## src/rtl/mem_arbiter_pkg.sv

```systemverilog
// Shared constants and types for the instruction/data memory arbiter.
//   DEFAULT_WORD_LEN     : default address/data width
//   DEFAULT_STARVE_LIMIT : default stalled-fetch cycles before fetch is forced
//   owner_e              : which requester owns an outstanding response
package mem_arbiter_pkg;

    localparam int unsigned DEFAULT_WORD_LEN     = 32;
    localparam int unsigned DEFAULT_STARVE_LIMIT = 4;

    typedef enum logic {
        OWNER_I = 1'b0,
        OWNER_D = 1'b1
    } owner_e;

endpackage

```

## src/rtl/mem_arbiter_starve_counter.sv

```systemverilog
// Saturating starvation counter for the fetch requester.
//   clk      : clock, rising edge
//   rst      : synchronous active-high reset
//   stall    : fetch is requesting but was not granted this cycle
//   clear    : fetch was granted or is not requesting
//   at_limit : counter has reached LIMIT
module arb_starve_counter #(
    parameter int unsigned LIMIT = 4
) (
    input  logic clk,
    input  logic rst,
    input  logic stall,
    input  logic clear,
    output logic at_limit
);

    localparam int unsigned CW = (LIMIT < 1) ? 1 : $clog2(LIMIT + 1);

    logic [CW-1:0] r_cnt;

    assign at_limit = (r_cnt == CW'(LIMIT));

    always_ff @(posedge clk) begin
        if (rst || clear) begin
            r_cnt <= '0;
        end else if (stall && !at_limit) begin
            r_cnt <= r_cnt + 1'b1;
        end
    end

endmodule

```

## src/rtl/mem_arbiter.sv

```systemverilog
// Shares one single-ported memory between instruction fetch and data access.
// Data has fixed priority; a starvation counter forces a fetch grant after
// STARVE_LIMIT consecutive stalled fetch cycles. Responses are one-cycle
// pulses in the cycle after the grant, aligned with mem_rdata.
//   clk, rst                          : clock, synchronous active-high reset
//   i_req_valid/i_req_ready, i_addr   : fetch request handshake
//   i_rsp_valid, i_rsp_data           : fetch response pulse
//   d_req_valid/d_req_ready, d_addr,
//   d_we, d_wdata, d_wstrb            : data request handshake
//   d_rsp_valid, d_rsp_data           : load data / store ack pulse
//   mem_en, mem_we, mem_addr,
//   mem_wdata, mem_wstrb, mem_rdata   : memory port
module mem_arbiter
    import mem_arbiter_pkg::*;
#(
    parameter int unsigned WORD_LEN     = DEFAULT_WORD_LEN,
    parameter int unsigned STARVE_LIMIT = DEFAULT_STARVE_LIMIT
) (
    input  logic                  clk,
    input  logic                  rst,

    input  logic                  i_req_valid,
    output logic                  i_req_ready,
    input  logic [WORD_LEN-1:0]   i_addr,
    output logic                  i_rsp_valid,
    output logic [WORD_LEN-1:0]   i_rsp_data,

    input  logic                  d_req_valid,
    output logic                  d_req_ready,
    input  logic [WORD_LEN-1:0]   d_addr,
    input  logic                  d_we,
    input  logic [WORD_LEN-1:0]   d_wdata,
    input  logic [WORD_LEN/8-1:0] d_wstrb,
    output logic                  d_rsp_valid,
    output logic [WORD_LEN-1:0]   d_rsp_data,

    output logic                  mem_en,
    output logic                  mem_we,
    output logic [WORD_LEN-1:0]   mem_addr,
    output logic [WORD_LEN-1:0]   mem_wdata,
    output logic [WORD_LEN/8-1:0] mem_wstrb,
    input  logic [WORD_LEN-1:0]   mem_rdata
);

    logic   w_at_limit;
    logic   w_force_i;
    logic   w_grant_i;
    logic   w_grant_d;
    logic   w_stall;
    logic   w_clear;

    logic   r_rsp_pend;
    owner_e r_rsp_owner;
    logic   r_rsp_is_write;

    arb_starve_counter #(
        .LIMIT (STARVE_LIMIT)
    ) u_starve (
        .clk      (clk),
        .rst      (rst),
        .stall    (w_stall),
        .clear    (w_clear),
        .at_limit (w_at_limit)
    );

    // Grant and memory mux. Grants are gated by rst so nothing reaches the
    // memory while reset is held.
    always_comb begin
        w_force_i = i_req_valid && w_at_limit;
        w_grant_d = !rst && d_req_valid && !w_force_i;
        w_grant_i = !rst && i_req_valid && !w_grant_d;

        i_req_ready = w_grant_i;
        d_req_ready = w_grant_d;

        w_stall = i_req_valid && !w_grant_i;
        w_clear = w_grant_i || !i_req_valid;

        mem_en    = w_grant_i || w_grant_d;
        mem_we    = w_grant_d && d_we;
        mem_addr  = w_grant_d ? d_addr : i_addr;
        mem_wdata = d_wdata;
        mem_wstrb = mem_we ? d_wstrb : '0;
    end

    // Response tracker: remembers this cycle's grant so the pulse lines up
    // with mem_rdata one cycle later.
    always_ff @(posedge clk) begin
        if (rst) begin
            r_rsp_pend     <= 1'b0;
            r_rsp_owner    <= OWNER_I;
            r_rsp_is_write <= 1'b0;
        end else begin
            r_rsp_pend     <= w_grant_i || w_grant_d;
            r_rsp_owner    <= w_grant_d ? OWNER_D : OWNER_I;
            r_rsp_is_write <= w_grant_d && d_we;
        end
    end

    // Gating by rst drops a response that falls due while reset is asserted.
    assign i_rsp_valid = !rst && r_rsp_pend && (r_rsp_owner == OWNER_I);
    assign d_rsp_valid = !rst && r_rsp_pend && (r_rsp_owner == OWNER_D);
    assign i_rsp_data  = mem_rdata;
    assign d_rsp_data  = r_rsp_is_write ? '0 : mem_rdata;

endmodule
```

## config.mk

```make
export PLATFORM = sky130hd
export DESIGN_NAME = mem_arbiter
export DESIGN_NICKNAME = d
export VERILOG_FILES = /design/src/rtl/mem_arbiter_pkg.sv /design/src/rtl/mem_arbiter_starve_counter.sv /design/src/rtl/mem_arbiter.sv
export SDC_FILE = /design/constraint.sdc
export NUM_CORES = 1
export LEC_CHECK = 0
export BUFFER_PORTS_ARGS = -buffer_cell sky130_fd_sc_hd__buf_2
export CAP_MARGIN = 10
export CORE_AREA = 3 3 106 108
export DETAILED_ROUTE_END_ITERATION = 10
export DIE_AREA = 0 0 109 111
export SYNTH_ARGS = -nofsm -noshare
export SYNTH_HDL_FRONTEND = slang
export SYNTH_HIERARCHICAL = 1
export SYNTH_SLANG_ARGS = --single-unit
```

## constraint.sdc

```tcl
create_clock -name clk -period 3.53 [get_ports clk]
set_input_delay 0.353 -clock clk [delete_from_list [all_inputs] [get_ports clk]]
set_output_delay 0.353 -clock clk [all_outputs]
set_load 0.01 [all_outputs]
```

==> summary.md <==
| Metric | Value |
|---|---|
| Internal power | 0.000276 W |
| Area contributors post-synth | buf_4, mux2_2, nor2b_1 |
| Maximum buffer depth of the clock tree | 2 |
| Most common cell in the netlist | buf_4 |
| Clock sink count | 6 |
| Synth unique cells | 23 |
| Worst vdd ir | around 0.067 mV |
| Critical path arrival | 2.28 ns |
| Drt wl/cell | between 10 and 15 µm |
| Setup WS post-layout | 0.900 ns |
| Top-area cell type share of the netlist area | 33.9% |
| Max_cap viols | 0 |
| Fillers | 1144 |
| Post-synth top area cell | buf_4 |
| Number of synthesized register bits | 6 |
| Slowest cell on the critical path | buf_4 |
| Hpwl dp | roughly 4.8 mm |
| H-tree levels | 1 |
| Detailed Routing Iterations Pass 1 | 4 |
| GRT Util Overall | around 7.9% |
| Largest net degree at the start of global routing | 40 |
| Root buffer cell | clkbuf_8 |
| Worst-path fanout max | 39 |
| Initial antenna violation count | 0 |
| Worst hold path class | input port to flip-flop |
| P&R area growth vs syn | 50.7% |
| CTS buffer count | 3 |
| Minimum clock period | 2.63 ns |
| # setup viols final | 0 |
| Status | completed |
| Drt via density | 3.72 |
| Period utilization | approximately three quarters |
| Sw Pwr | 0.000154 W |
| Syn_nets | 314 |
| Logic pwr share | 57.2% |
| Mapped cell area | 0.00146 mm² |
| Sequential area share after synthesis | 8.22% |
| Clock Latency Late Sink | 0.23 ns |
| CP endpoint kind | output pin |
| Core Area | between 0.01 and 0.015 mm² |
| Final Max Slew Viols | 0 |
| Hold bufs inserted after CTS | 0 |
| Max-slew headroom | 28.2% |
| Post-synth EDFFs | 0 |
| Worst slew pin tran | 1.08 ns |
| Antenna viol nets, final | 0 |
| Critical path class | flip-flop to output pin |
| Synth warnings | 6 |
| Worst Path Required | 3.18 ns |
| Overflow after GRT | 0 |
| WL final | 5.42 mm |
| Die height | roughly 110 µm |
| Initial DRC count | 18 |
| Post-synth ARST share | 0% |
| Seq pwr share | around 18% |
| Number of port buffers | between 200 and 250 |
| Main synth FF type | dfxtp_1 |
| Pre-CTS setup slack | 1.13 ns |
| Number of remaining DRC errors | 0 |
| Largest delay share family, worst path | buffers and inverters |
| First-pass GRT wire length | roughly 7.7 mm |
| Switching Share | 35.8% |
| Antenna diodes | 0 |
| Layout Skew | 0.00452 ns |
| Setup Fix Bufs, Post-CTS | 0 |
| CTS tree | built |
| Ports | 275 |
| Layout Nets | 459 |
| Cell area power density | a little under 200 mW/mm² |
| Leakage | 1.24 nW |
| Post-route setup TNS | 0 ns |
| Hold Vio Cnt, Final | 0 |
| Power share of the clock group | roughly a quarter |
| Mapped Avg Cell Area | 8.35 µm² |
| Initial Utilization | 14.2% |
| CP Buf/Inv Count | 3 |
| Vias | between 1500 and 2000 |
| Routability congestion estimate | 0.758 |
| Total power | 0.000430 W |
| RSZ-0062 raised after global routing | no |
| Critical Path Source Type | flip-flop |
| Row count | 37 |
| CP Cell Sequence | inv_1, ha_1, and2_1, a211oi_4, buf_4, mux2_2, buf_2 |
| Max Clk Rate | 380 MHz |
| Number of global-route vias before repair | 1656 |
| Post-cts sizing count | 0 |
| Critical Path Max Stage Delay | around 0.42 ns |
| Die X | 109 µm |
| Share of layout cells above drive strength 1 | 77.7% |
| Clock slew at reported path FFs | roughly 0.04 ns |
| Post-synth top cells | buf_4, nor2b_1, mux2_2, dfxtp_1, mux2_1 |
| Post-Synthesis Cells | 175 |
| Die area | 0.0121 mm² |
## through the flow
step                hold slack [ns]  util, %  cell area [µm²]  cells
finish                        0.401     21.3             2200    454
global route                  0.412     21.3             2200    454
CTS                           0.387     21.3             2200    454
detailed placement            0.576     20.9             2160    451
global placement              0.553     20.9             2160    451
floorplan                     0.425        -             1460    175
## flip-flops by register name (all words and copies together), names as in the netlist
signal and flops:
r_rsp_owner 1, r_rsp_pend 1, r_rsp_is_write 1, u_starve/r_cnt 3
## cell type report
cell class | count | area (µm²) | share of cell area [%]
well taps | 136 | 170 | 7.73
repair buffers | 211 | 1060 | 48.1
clock buffers | 3 | 41.3 | 1.88
multi-input cells | 94 | 797 | 36.2
flip-flops and latches | 6 | 120 | 5.45
inverters | 4 | 15.0 | 0.682
## metal layers
| layer | wire length [µm] | vias up | global-route usage, % |
|---|---|---|---|
| met3 | 902 | 6 | 3.67 |
| met1 | 1880 | 720 | 7.90 |
| met5 | 0 | - | 0 |
| li1 | - | 796 | - |
| met2 | 2540 | 167 | 13.8 |
| met4 | 99 | 0 | 3.62 |
## path summary, 6_finish.rpt
kind                                   startpoint                 to  slack [ns]  cells after the start
worst max-delay path            u_starve/r_cnt[0]       mem_addr[26]        0.90                      7
worst max register to register  u_starve/r_cnt[0]  u_starve/r_cnt[0]        1.64                      8
worst min-delay path                         d_we     r_rsp_is_write        0.40                      2
worst min register to register  u_starve/r_cnt[2]  u_starve/r_cnt[2]        0.58                      2
## cells in the final DEF, fill, tap and decap left out
cell type / instances
a211oi_1: 1
a211oi_4: 1
a21boi_2: 1
a21oi_1: 2
and2_1: 4
and3_1: 4
and3b_1: 1
and4b_1: 1
buf_2: 210
buf_4: 1
clkbuf_8: 3
dfxtp_1: 6
ha_1: 2
inv_1: 3
inv_2: 1
mux2_1: 5
mux2_2: 29
nand2b_1: 1
nor2_1: 3
nor2b_1: 33
nor3_1: 1
nor3b_1: 4
nor4_2: 1
## cell families after synthesis
family	Yosys count	share of synthesized area, %
fa+ha+maj	2	1.71
simple gates	53	23.3
buf+inv	75	37.2
mux	34	26.2
compound gates	5	3.34
flops	6	8.22
## power by group through the flow
stage               clock network [W]  logic, W  registers [W]
floorplan                           0  0.000178      0.0000728
global placement                    0  0.000247      0.0000763
detailed placement                  0  0.000248      0.0000771
CTS                          0.000117  0.000250      0.0000758
global route                 0.000120  0.000270      0.0000763
finish                       0.000108  0.000246      0.0000755
Note: power is estimated with default switching activity, not from simulation.
